<file path="src/rtl/jive_pkg.sv">
// Shared definitions for the JiVe fetch stage: NOP encoding, reset PC,
// fetch FSM states and the prefetch FIFO entry layout.
package jive_pkg;

  localparam logic [31:0] JIVE_NOP      = 32'h0000_0013;
  localparam logic [31:0] JIVE_RESET_PC = 32'h0000_0000;

  typedef enum logic [1:0] {
    ST_RUN   = 2'd0,
    ST_DROP  = 2'd1,
    ST_MISAL = 2'd2
  } fetch_state_e;

  typedef struct packed {
    logic [31:0] pc;
    logic [31:0] inst;
  } fetch_entry_t;

endpackage

</file>
<file path="src/rtl/jive_fetch_if.sv">
// Instruction bus between the fetch stage (master) and memory (slave):
// single outstanding word read, request held until a one-cycle ack.
interface jive_fetch_if;
  logic        ibus_req;
  logic [31:0] ibus_addr;
  logic        ibus_ack;
  logic [31:0] ibus_rdata;

  modport master (output ibus_req, output ibus_addr, input ibus_ack, input ibus_rdata);
  modport slave  (input ibus_req, input ibus_addr, output ibus_ack, output ibus_rdata);
endinterface

</file>
<file path="src/rtl/jive_fetch_fifo.sv">
// Prefetch FIFO of {pc, inst} pairs with first-word fall-through read port.
// Flush wins over push; simultaneous push and pop keep occupancy unchanged.
module jive_fetch_fifo
  import jive_pkg::*;
#(
  parameter int DEPTH = 2
) (
  input  logic                     clk,
  input  logic                     rst,
  input  logic                     push,
  input  logic                     pop,
  input  logic                     flush,
  input  fetch_entry_t             din,
  output fetch_entry_t             dout,
  output logic                     full,
  output logic                     empty,
  output logic [$clog2(DEPTH):0]   count
);
  localparam int AW = $clog2(DEPTH);

  fetch_entry_t   mem [DEPTH];
  logic [AW-1:0]  wr_ptr;
  logic [AW-1:0]  rd_ptr;
  logic           do_push;
  logic           do_pop;

  assign empty   = (count == '0);
  assign full    = (count == (AW+1)'(DEPTH));
  assign do_push = push && (!full || pop);
  assign do_pop  = pop && !empty;
  assign dout    = mem[rd_ptr];

  always_ff @(posedge clk) begin
    if (rst || flush) begin
      wr_ptr <= '0;
      rd_ptr <= '0;
      count  <= '0;
    end else begin
      if (do_push) wr_ptr <= wr_ptr + AW'(1);
      if (do_pop)  rd_ptr <= rd_ptr + AW'(1);
      count <= count + (AW+1)'(do_push) - (AW+1)'(do_pop);
    end
  end

  // Storage carries no reset; occupancy alone says what is valid.
  always_ff @(posedge clk) begin
    if (do_push && !flush) mem[wr_ptr] <= din;
  end

endmodule

</file>
<file path="src/rtl/jive_fetch.sv">
// JiVe instruction fetch: credit-limited word reads into a prefetch FIFO and
// a registered instruction/PC handed to decode on every advance.
module jive_fetch
  import jive_pkg::*;
#(
  parameter logic [31:0] RESET_PC   = JIVE_RESET_PC,
  parameter int          FIFO_DEPTH = 2
) (
  input  logic               clk,
  input  logic               rst,
  input  logic               if_ena,
  input  logic               redirect_vld,
  input  logic [31:0]        redirect_pc,
  jive_fetch_if.master       ibus,
  output logic [31:0]        inst_reg_f,
  output logic [31:0]        pc_f,
  output logic               inst_vld_f,
  output logic               misalign_f
);
  localparam int CW = $clog2(FIFO_DEPTH) + 1;

  fetch_state_e  state_q, state_n;
  logic [31:0]   fetch_pc_q, fetch_pc_n;
  logic          req_q, req_n;
  logic [31:0]   addr_q, addr_n;
  logic          misal_pend_q, misal_pend_n;
  logic [31:0]   inst_n, pc_n;
  logic          vld_n, misal_n;

  logic          fifo_push, fifo_pop, fifo_flush;
  logic          fifo_full, fifo_empty;
  logic [CW-1:0] fifo_count, occ_n;
  fetch_entry_t  fifo_din, fifo_dout;
  logic          ack_take;

  assign ibus.ibus_req  = req_q;
  assign ibus.ibus_addr = addr_q;
  assign fifo_din       = '{pc: fetch_pc_q, inst: ibus.ibus_rdata};

  jive_fetch_fifo #(.DEPTH(FIFO_DEPTH)) u_fifo (
    .clk   (clk),
    .rst   (rst),
    .push  (fifo_push),
    .pop   (fifo_pop),
    .flush (fifo_flush),
    .din   (fifo_din),
    .dout  (fifo_dout),
    .full  (fifo_full),
    .empty (fifo_empty),
    .count (fifo_count)
  );

  always_comb begin
    state_n      = state_q;
    fetch_pc_n   = fetch_pc_q;
    req_n        = req_q;
    addr_n       = addr_q;
    misal_pend_n = misal_pend_q;
    inst_n       = inst_reg_f;
    pc_n         = pc_f;
    vld_n        = inst_vld_f;
    misal_n      = misalign_f;
    fifo_push    = 1'b0;
    fifo_pop     = 1'b0;
    fifo_flush   = 1'b0;
    occ_n        = fifo_count;
    ack_take     = req_q && ibus.ibus_ack;

    if (redirect_vld) begin
      // Redirect beats any same-cycle ack or advance; an unacked read must drain first.
      fifo_flush   = 1'b1;
      fetch_pc_n   = redirect_pc;
      inst_n       = JIVE_NOP;
      vld_n        = 1'b0;
      misal_n      = 1'b0;
      misal_pend_n = 1'b0;
      if (req_q && !ibus.ibus_ack) begin
        state_n = ST_DROP;
      end else if (redirect_pc[1:0] != 2'b00) begin
        state_n      = ST_MISAL;
        req_n        = 1'b0;
        misal_pend_n = 1'b1;
      end else begin
        state_n = ST_RUN;
        req_n   = 1'b1;
        addr_n  = redirect_pc;
      end
    end else begin
      if (if_ena) begin
        if (state_q == ST_MISAL) begin
          inst_n       = JIVE_NOP;
          vld_n        = misal_pend_q;
          misal_n      = misal_pend_q;
          pc_n         = misal_pend_q ? fetch_pc_q : pc_f;
          misal_pend_n = 1'b0;
        end else if (!fifo_empty) begin
          fifo_pop = 1'b1;
          inst_n   = fifo_dout.inst;
          pc_n     = fifo_dout.pc;
          vld_n    = 1'b1;
          misal_n  = 1'b0;
        end else begin
          inst_n  = JIVE_NOP;
          vld_n   = 1'b0;
          misal_n = 1'b0;
        end
      end

      case (state_q)
        ST_RUN: begin
          if (ack_take) begin
            fifo_push  = !fifo_full || fifo_pop;
            fetch_pc_n = fetch_pc_q + 32'd4;
          end
          occ_n = fifo_count + CW'(fifo_push) - CW'(fifo_pop);
          if (!req_q || ack_take) begin
            req_n  = (occ_n < CW'(FIFO_DEPTH));
            addr_n = fetch_pc_n;
          end
        end
        ST_DROP: begin
          if (ack_take) begin
            if (fetch_pc_q[1:0] != 2'b00) begin
              state_n      = ST_MISAL;
              req_n        = 1'b0;
              misal_pend_n = 1'b1;
            end else begin
              state_n = ST_RUN;
              req_n   = 1'b1;
              addr_n  = fetch_pc_q;
            end
          end
        end
        default: req_n = 1'b0;
      endcase
    end
  end

  // Fetch/decode boundary register
  always_ff @(posedge clk) begin
    if (rst) begin
      state_q      <= ST_RUN;
      fetch_pc_q   <= RESET_PC;
      req_q        <= 1'b0;
      addr_q       <= RESET_PC;
      misal_pend_q <= 1'b0;
      inst_reg_f   <= JIVE_NOP;
      pc_f         <= RESET_PC;
      inst_vld_f   <= 1'b0;
      misalign_f   <= 1'b0;
    end else begin
      state_q      <= state_n;
      fetch_pc_q   <= fetch_pc_n;
      req_q        <= req_n;
      addr_q       <= addr_n;
      misal_pend_q <= misal_pend_n;
      inst_reg_f   <= inst_n;
      pc_f         <= pc_n;
      inst_vld_f   <= vld_n;
      misalign_f   <= misal_n;
    end
  end

endmodule

</file>
<file path="src/flat_wrapper.sv">
// flat-port wrapper written by rule: the top's interface ports become plain ports
module jive_fetch_flat import jive_pkg::*;
#(
  parameter logic [31:0] RESET_PC   = JIVE_RESET_PC,
  parameter int          FIFO_DEPTH = 2
)
  (clk, rst, if_ena, redirect_vld, redirect_pc, inst_reg_f, pc_f, inst_vld_f, misalign_f, ibus_ibus_req, ibus_ibus_addr, ibus_ibus_ack, ibus_ibus_rdata);
  jive_fetch_if ibus_i ();
  input  logic clk;
  input  logic rst;
  input  logic if_ena;
  input  logic redirect_vld;
  input  logic [31:0] redirect_pc;
  output logic [31:0] inst_reg_f;
  output logic [31:0] pc_f;
  output logic inst_vld_f;
  output logic misalign_f;
  output wire logic [$bits(ibus_i.ibus_req)-1:0] ibus_ibus_req;
  output wire logic [$bits(ibus_i.ibus_addr)-1:0] ibus_ibus_addr;
  input wire logic [$bits(ibus_i.ibus_ack)-1:0] ibus_ibus_ack;
  input wire logic [$bits(ibus_i.ibus_rdata)-1:0] ibus_ibus_rdata;
  assign ibus_ibus_req = ibus_i.ibus_req;
  assign ibus_ibus_addr = ibus_i.ibus_addr;
  assign ibus_i.ibus_ack = ibus_ibus_ack;
  assign ibus_i.ibus_rdata = ibus_ibus_rdata;
  jive_fetch #(.RESET_PC(RESET_PC), .FIFO_DEPTH(FIFO_DEPTH)) u_core (.clk(clk), .rst(rst), .if_ena(if_ena), .redirect_vld(redirect_vld), .redirect_pc(redirect_pc), .ibus(ibus_i), .inst_reg_f(inst_reg_f), .pc_f(pc_f), .inst_vld_f(inst_vld_f), .misalign_f(misalign_f));
endmodule
</file>
<file path="config.mk">
export PLATFORM = sky130hd
export DESIGN_NAME = jive_fetch_flat
export DESIGN_NICKNAME = d
export VERILOG_FILES = /design/src/rtl/jive_pkg.sv /design/src/rtl/jive_fetch_if.sv /design/src/rtl/jive_fetch_fifo.sv /design/src/rtl/jive_fetch.sv /design/src/flat_wrapper.sv
export SDC_FILE = /design/constraint.sdc
export NUM_CORES = 1
export LEC_CHECK = 0
export CORE_MARGIN = 2
export CORE_UTILIZATION = 30
export DETAILED_ROUTE_END_ITERATION = 6
export GPL_TIMING_DRIVEN = 0
export REMOVE_ABC_BUFFERS = 1
export SLEW_MARGIN = 20
export SYNTH_ARGS = -nofsm -noshare
export SYNTH_HDL_FRONTEND = slang
export SYNTH_SLANG_ARGS = --single-unit
</file>
<file path="constraint.sdc">
create_clock -name clk -period 7.13 [get_ports clk]
set_input_delay 1.426 -clock clk [delete_from_list [all_inputs] [get_ports clk]]
set_output_delay 1.426 -clock clk [all_outputs]
set_load 0.05 [all_outputs]
</file>
Word level (Yosys, flattened, before mapping)
Memories as Yosys holds them, arrays and structs flattened. A register that Yosys moved wholly into a read port is not among the register bits.
Cells that the tools add are included.
Storage, ports and cells
  input bits: 69
  memory bits (writable): 128
  logic and storage cells: 112
  memories: 1
  output and inout bits: 99
  flip-flop bits (word level): 138
Operators by class
  add/sub/neg operators: 7
  multiplexer cells: 53
  bitwise logic cells: 1
  equal/unequal tests: 10
  reductions and logical operators: 27
  order comparisons: 1
Memory list
  u_core.u_fifo.mem: words 2, bits a word 64, read ports 1, clocked after memory_dff 1, wr ports 1, RTL line jive_fetch_fifo.sv:21  | fetch_entry_t mem [DEPTH];
Operator list (count)
  two-way mux 32 bit: 14
  one-hot mux 32 bit (2 select lines): 1
  adder 32 x 3 -> 32 bit (second input constant): 1
  two-way mux 1 bit: 31
  two-way mux 2 bit: 6
  nonzero test 2 bit: 5
  != test 2 bit (second input constant): 3
  != test 3 x 2 -> 1 bit (second input constant): 2
  AND reduction 6 bit: 1
  logical AND 1 bit: 5
  logical NOT 1 bit: 5
  adder 2 x 1 -> 2 bit: 2
  == test 2 bit (second input constant): 2
  logical NOT 2 bit: 2
  logical OR 1 bit: 4
  AND reduction 4 bit: 1
  subtractor 2 x 1 -> 2 bit: 2
  != test 3 bit (second input constant): 1
  AND reduction 3 bit: 1
  nonzero test 3 bit: 1
  adder 1 bit (second input constant): 2
  == test 2 x 1 -> 1 bit (second input constant): 1
  < comparator 2 bit (second input constant): 1
  != test 2 x 1 -> 1 bit (second input constant): 1
  4 further kinds: 4

Logic depth before layout (Yosys ltp)
Gate-level depths: netlist (run 1).
  word-level depth: 15
  mapped depth: 12
  depth with buffers taken out: 9

Hierarchy
A second synthesis (run 1) with hierarchy kept.
Second synthesis, totals
  cell total of the unflattened synthesis: 1096
  area total of the unflattened synthesis: 12055.3 um2
By module, submodules not included
  jive_fetch: cells each 871, seq. area each 2682.6 um2, area an instance 6889.1 um2, instances 1
  jive_fetch_fifo: cells each 225, seq. area each 3943.8 um2, area an instance 5166.2 um2, instances 1

Worst setup path after synthesis (run 1)
OpenSTA, ideal clock, no wires.
  path kind: input to register
  from: input port redirect_vld
  to: memory u_core.u_fifo.mem[0][0] (netlist name), enable pin
  arrival: 4.867 ns
  data required time: 6.644 ns
  cell stages on the path: 4
  path buffers: 2
  setup time: 0.486 ns
  slack: 1.777 ns
  path through: clkbuf_1 > buf_1 > a2111o_1 > nor2_1
Between the ends
  word-level cells in the longest chain between the ends: 6
  elaborated cells between the ends (all ways): 9
  classes of those cells: mux (5); reduce/logical (4)
RTL lines
  start: declaration: RTL line flat_wrapper.sv:12  | input logic redirect_vld;
  two-way mux 1 bit: RTL line jive_fetch.sv:69  | if (redirect_vld) begin
  logical OR 1 bit: RTL line jive_fetch_fifo.sv:29  | assign do_push = push && (!full || pop);
  logical AND 1 bit: RTL line jive_fetch_fifo.sv:29
  logical AND 1 bit *: RTL line jive_fetch_fifo.sv:47  | if (do_push && !flush) mem[wr_ptr] <= din;
  two-way mux 1 bit *: RTL line jive_fetch_fifo.sv:47
  two-way mux 1 bit (implied by the code) *: RTL line jive_fetch_fifo.sv:47
  end: declaration: RTL line jive_fetch_fifo.sv:21
Mark *: on every way between the ends. The rest lies on a longest branch, timed or not.

Final worst setup path (run 1)
  from: input port ibus_ibus_ack
  to: memory u_core.u_fifo.mem[1][44] (netlist name), enable pin
Between the ends
  word-level cells in the longest chain between the ends: 10
RTL lines
  start: declaration: RTL line flat_wrapper.sv:20  | input wire logic [$bits(ibus_i.ibus_ack)-1:0] ibus_ibus_ack;
  logical AND 1 bit: RTL line jive_fetch.sv:67  | ack_take = req_q && ibus.ibus_ack;
  two-way mux 1 bit: RTL line jive_fetch.sv:111  | if (ack_take) begin
  two-way mux 1 bit: RTL line jive_fetch.sv:109  | case (state_q)
  two-way mux 1 bit: RTL line jive_fetch.sv:69
  two-way mux 1 bit: RTL line jive_fetch.sv:109
  two-way mux 1 bit: RTL line jive_fetch.sv:69
  logical AND 1 bit: RTL line jive_fetch_fifo.sv:29
  logical AND 1 bit: RTL line jive_fetch_fifo.sv:47
  two-way mux 1 bit: RTL line jive_fetch_fifo.sv:47
  two-way mux 1 bit (implied by the code): RTL line jive_fetch_fifo.sv:47
Every way passes these cells. The select of a mux whose other input is x is not followed.

==> flow_summary.yaml, run 1 <==
floorplanning:
  num_rows: 71
  io_pins: 168
  core_area_sq_um: 37500
  initial_core_util: 0.303
  fp.dieArea_sq_um: 39500
  die_w_um: 199
  die_y_um: 199
global_route:
  grt_max_degree: 73
  grt_pass1_vias: 8346
  grt_usage: 0.161
  overflow: 0
  antenna_found_initial: 1
  grt_pass1_wl_mm: 49.6
clocking:
  post_cts_resized: 0
  cts_hold_buf: 0
  cts_tree: "done"
  h-tree-depth: 1
  post_cts_buffers: 0
  path_clk_slew_ps: 60
  clock_latency_ps: 550
  cts_buffers: 29
  cts-root-buf: "clkbuf_16"
  numClockSinks: 267
  clock_path_buffers: 3
critical_path:
  reg2reg_from: "u_core.state_q[0]"
  endpoint_kind: "flip-flop"
  required_ps: 7380
  cp-start-kind: "primary input"
  reg2regPathDepth: 6
  critPathMaxFanout: 22
  cp.arrival_ps: 3770
  crit_path_start: "ibus_ibus_ack"
  crit_type: "primary input to flip-flop"
synthesis:
  synth-async-reset-ratio: 0
  synthTopCellsByArea: "edfxtp_1 34%, dfxtp_1 24%, mux2i_1 5.5%"
  synth_edf_count: 128
  syn_inst: 1061
  yosysWarnings: 0
  mappedNetlistArea_sq_um: 11400
  ys_ff_latch: 267
  synth_cell_types: 67
  avgSynthCellArea_sq_um: 10.7
  synth_top_area_share: 0.338
  synth.yosys.seq_area_share: 0.583
  ys.flop_type: "dfxtp_1"
  yosys.area.top_type: "edfxtp_1"
power_and_ir_drop:
  power_frac_comb: 0.095
  p_leak_nw: 4.66
  p_clk_frac: 0.434
  intPower_mw: 2.74
  ir_drop_uv: 167
  netSwitchingPower_uw: 880
  switching_share: 0.243
  pwr-share-seq: 0.470
  p_per_area_nw_per_um2: 247
  total_power_mw: 3.62
hold_path:
  min_path_type: "flip-flop to flip-flop"
  hold_path_startpoint: "u_core.ibus.ibus_addr[2]"
  min_path_cells: 2
placement:
  place_congestion: 0.823
  hpwl_mm: 21.5
  io_buffers: 167
finish:
  multi_input_area_sq_um: 4350
  area_growth_pct: 29.0
  nets: 1265
  ff_latch_area_sq_um: 6630
  fin_util: 0.391
  fillers: 3691
  drive_gt1_frac: 0.0765
timing:
  max_slew_margin: 0.438
  setup_viol: 0
  max_freq_mhz: 284
  clock_skew_ps: 9.10
  grt_setup_unrepaired: "false"
  hold_viol_final: 0
  period_minus_slack_ps: 3520
  period_share: 0.494
  tightest_slew_ps: 843
  slew_violations: 0
route:
  dr.pass1.iters: 5
  vias: 8643
  finalWirelength_mm: 32.4
  viasPerCell: 5.00
  drc: 0
  antenna_left: 0
  drt-wirelength-per-cell_um: 18.7
  drt_iter0_drc: 602
run:
  max_cap_violations: 0
status:
  status: "complete, no violations"
sequential cells by signal, indices dropped and copies added, names as in the netlist, 2 cells and up, named ones only:
name	cells
u_core.inst_reg_f	32
u_core.u_fifo.mem	128
u_core.state_q	2
u_core.u_fifo.count	2
u_core.pc_f	32
u_core.fetch_pc_q	32
u_core.ibus.ibus_addr	32
synth_stat cells (4+ instances only):
| cell | count |
|---|---|
| o21a_1 | 8 |
| and4_1 | 5 |
| nand3_1 | 19 |
| a31o_2 | 4 |
| a21boi_0 | 7 |
| nand2_1 | 115 |
| buf_6 | 5 |
| o31a_1 | 7 |
| clkbuf_1 | 48 |
| mux2i_1 | 63 |
| and3_1 | 8 |
| buf_2 | 12 |
| nor2_1 | 110 |
| edfxtp_1 | 128 |
| or3_1 | 6 |
| a211o_1 | 4 |
| ha_1 | 4 |
| buf_4 | 6 |
| o21ai_0 | 23 |
| nor2b_1 | 5 |
| buf_1 | 11 |
| xnor2_1 | 33 |
| nor4_1 | 22 |
| nand4_1 | 14 |
| or4_1 | 4 |
| inv_1 | 9 |
| o211ai_1 | 34 |
| nand2b_1 | 5 |
| xor2_1 | 12 |
| o22ai_1 | 5 |
| a21oi_1 | 91 |
| a211oi_1 | 19 |
| a31oi_1 | 5 |
| nor4_2 | 4 |
| o311ai_0 | 4 |
| dfxtp_1 | 139 |
| nor3_1 | 15 |
final timing paths:
path | end | slack, ps
max | u_core.u_fifo.mem[1][44] | 3610
min | u_core.ibus.ibus_addr[2] | 450
max reg2reg | u_core.u_fifo.mem[1][44] | 4070
min reg2reg | u_core.ibus.ibus_addr[2] | 450
layout make-up:
type	count	area share
Antenna cell	2	0.000341
Clock buffer	39	0.0541
Clock inverter	15	0.0136
Inverter	10	0.00273
Multi-Input combinational cell	700	0.297
Sequential cell	267	0.452
Tap cell	511	0.0436
Timing Repair Buffer	184	0.137
cell usage in the layout (no fill, tap or decap), types with 6 or more instances in the layout:
cell type / netlist / final
a211oi_1: 19 / 19
a21boi_0: 7 / 7
a21oi_1: 91 / 90
and3_1: 8 / 8
buf_16: 0 / 6
clkbuf_1: 48 / 7
clkbuf_16: 0 / 29
clkdlybuf4s50_1: 0 / 165
clkinv_2: 0 / 6
dfxtp_1: 139 / 138
edfxtp_1: 128 / 128
inv_1: 9 / 8
mux2i_1: 63 / 63
nand2_1: 115 / 114
nand3_1: 19 / 19
nand4_1: 14 / 14
nor2_1: 110 / 108
nor3_1: 15 / 15
nor4_1: 22 / 22
o211ai_1: 34 / 34
o21a_1: 8 / 8
o21ai_0: 23 / 23
o31a_1: 7 / 7
or3_1: 6 / 6
xnor2_1: 33 / 33
xor2_1: 12 / 12
logic make-up (layout without fill, tap and decap cells):
logic type               count (synthesis)  count (layout)  synth area share
XOR/XNOR                                45              45            0.0347
adder cells (fa/ha/maj)                  4               4           0.00440
other                                    0               2                 0
buffers and inverters                   94             248            0.0387
AND/OR/NAND/NOR                        346             346             0.144
flip-flops                             267             267             0.583
AO/OA/AOI/OAI                          239             239             0.137
multiplexers                            66              66            0.0584
power by group through the flow:
stage | clock network (mW) | logic [mW] | registers, mW
after detailed placement | 0 | 0.345 | 1.73
after global placement | 0 | 0.332 | 1.74
final | 1.57 | 0.344 | 1.70
after floorplan | 0 | 0.118 | 1.79
after global routing | 1.67 | 0.368 | 1.71
after CTS | 1.60 | 0.347 | 1.70
critical path: stages:
cell and delay, ps:
clkdlybuf4s50_1 580, nand2_1 260, a2111o_1 580, nor2_4 470, buf_16 230, buf_12 190
through the flow:
| stage | cells | setup WS, ps | cell area [sq um] | hold WS (ps) | setup TNS [ps] |
|---|---|---|---|---|---|
| floorplan | 977 | 1660 | 11000 | 470 | 0 |
| global placement | 1655 | -2640 | 13300 | 444 | -380850 |
| detailed placement | 1672 | 3010 | 13700 | 446 | 0 |
| CTS | 1726 | 3570 | 14700 | 454 | 0 |
| global route | 1727 | 3440 | 14700 | 474 | 0 |
| finish | 1728 | 3610 | 14700 | 452 | 0 |
metal layers:
metal  share of wire  vias to the layer above  wire [um]  GRT usage
met5               0                        -          0          0
met4           0.024                        0        779     0.0437
met3           0.061                       37       1970     0.0275
met2            0.45                      262      14500      0.263
met1            0.47                     4180      15100      0.221
li1                -                     4164          -          -
Power figures use the tool's default switching activity.
==> run 2, diff against run 1 <==
==> constraint.sdc (replaced) <==
create_clock -name clk -period 3.5 [get_ports clk]
set_input_delay 0.7 -clock clk [delete_from_list [all_inputs] [get_ports clk]]
set_output_delay 0.7 -clock clk [all_outputs]
set_load 0.05 [all_outputs]
==> results of run 2 <==
Same layout as run 1 (identical final DEF). Status: complete, no violations.
Main changes from that run: setup slack after placement 3010 ps -> 106 ps; setup slack after layout 3610 ps -> 437 ps; start point of the critical path ibus_ibus_ack -> u_core.state_q[0]; register-to-register setup slack 4070 ps -> 440 ps; total power 3.62 mW -> 7.37 mW; worst IR drop on VDD 167 uV -> 340 uV
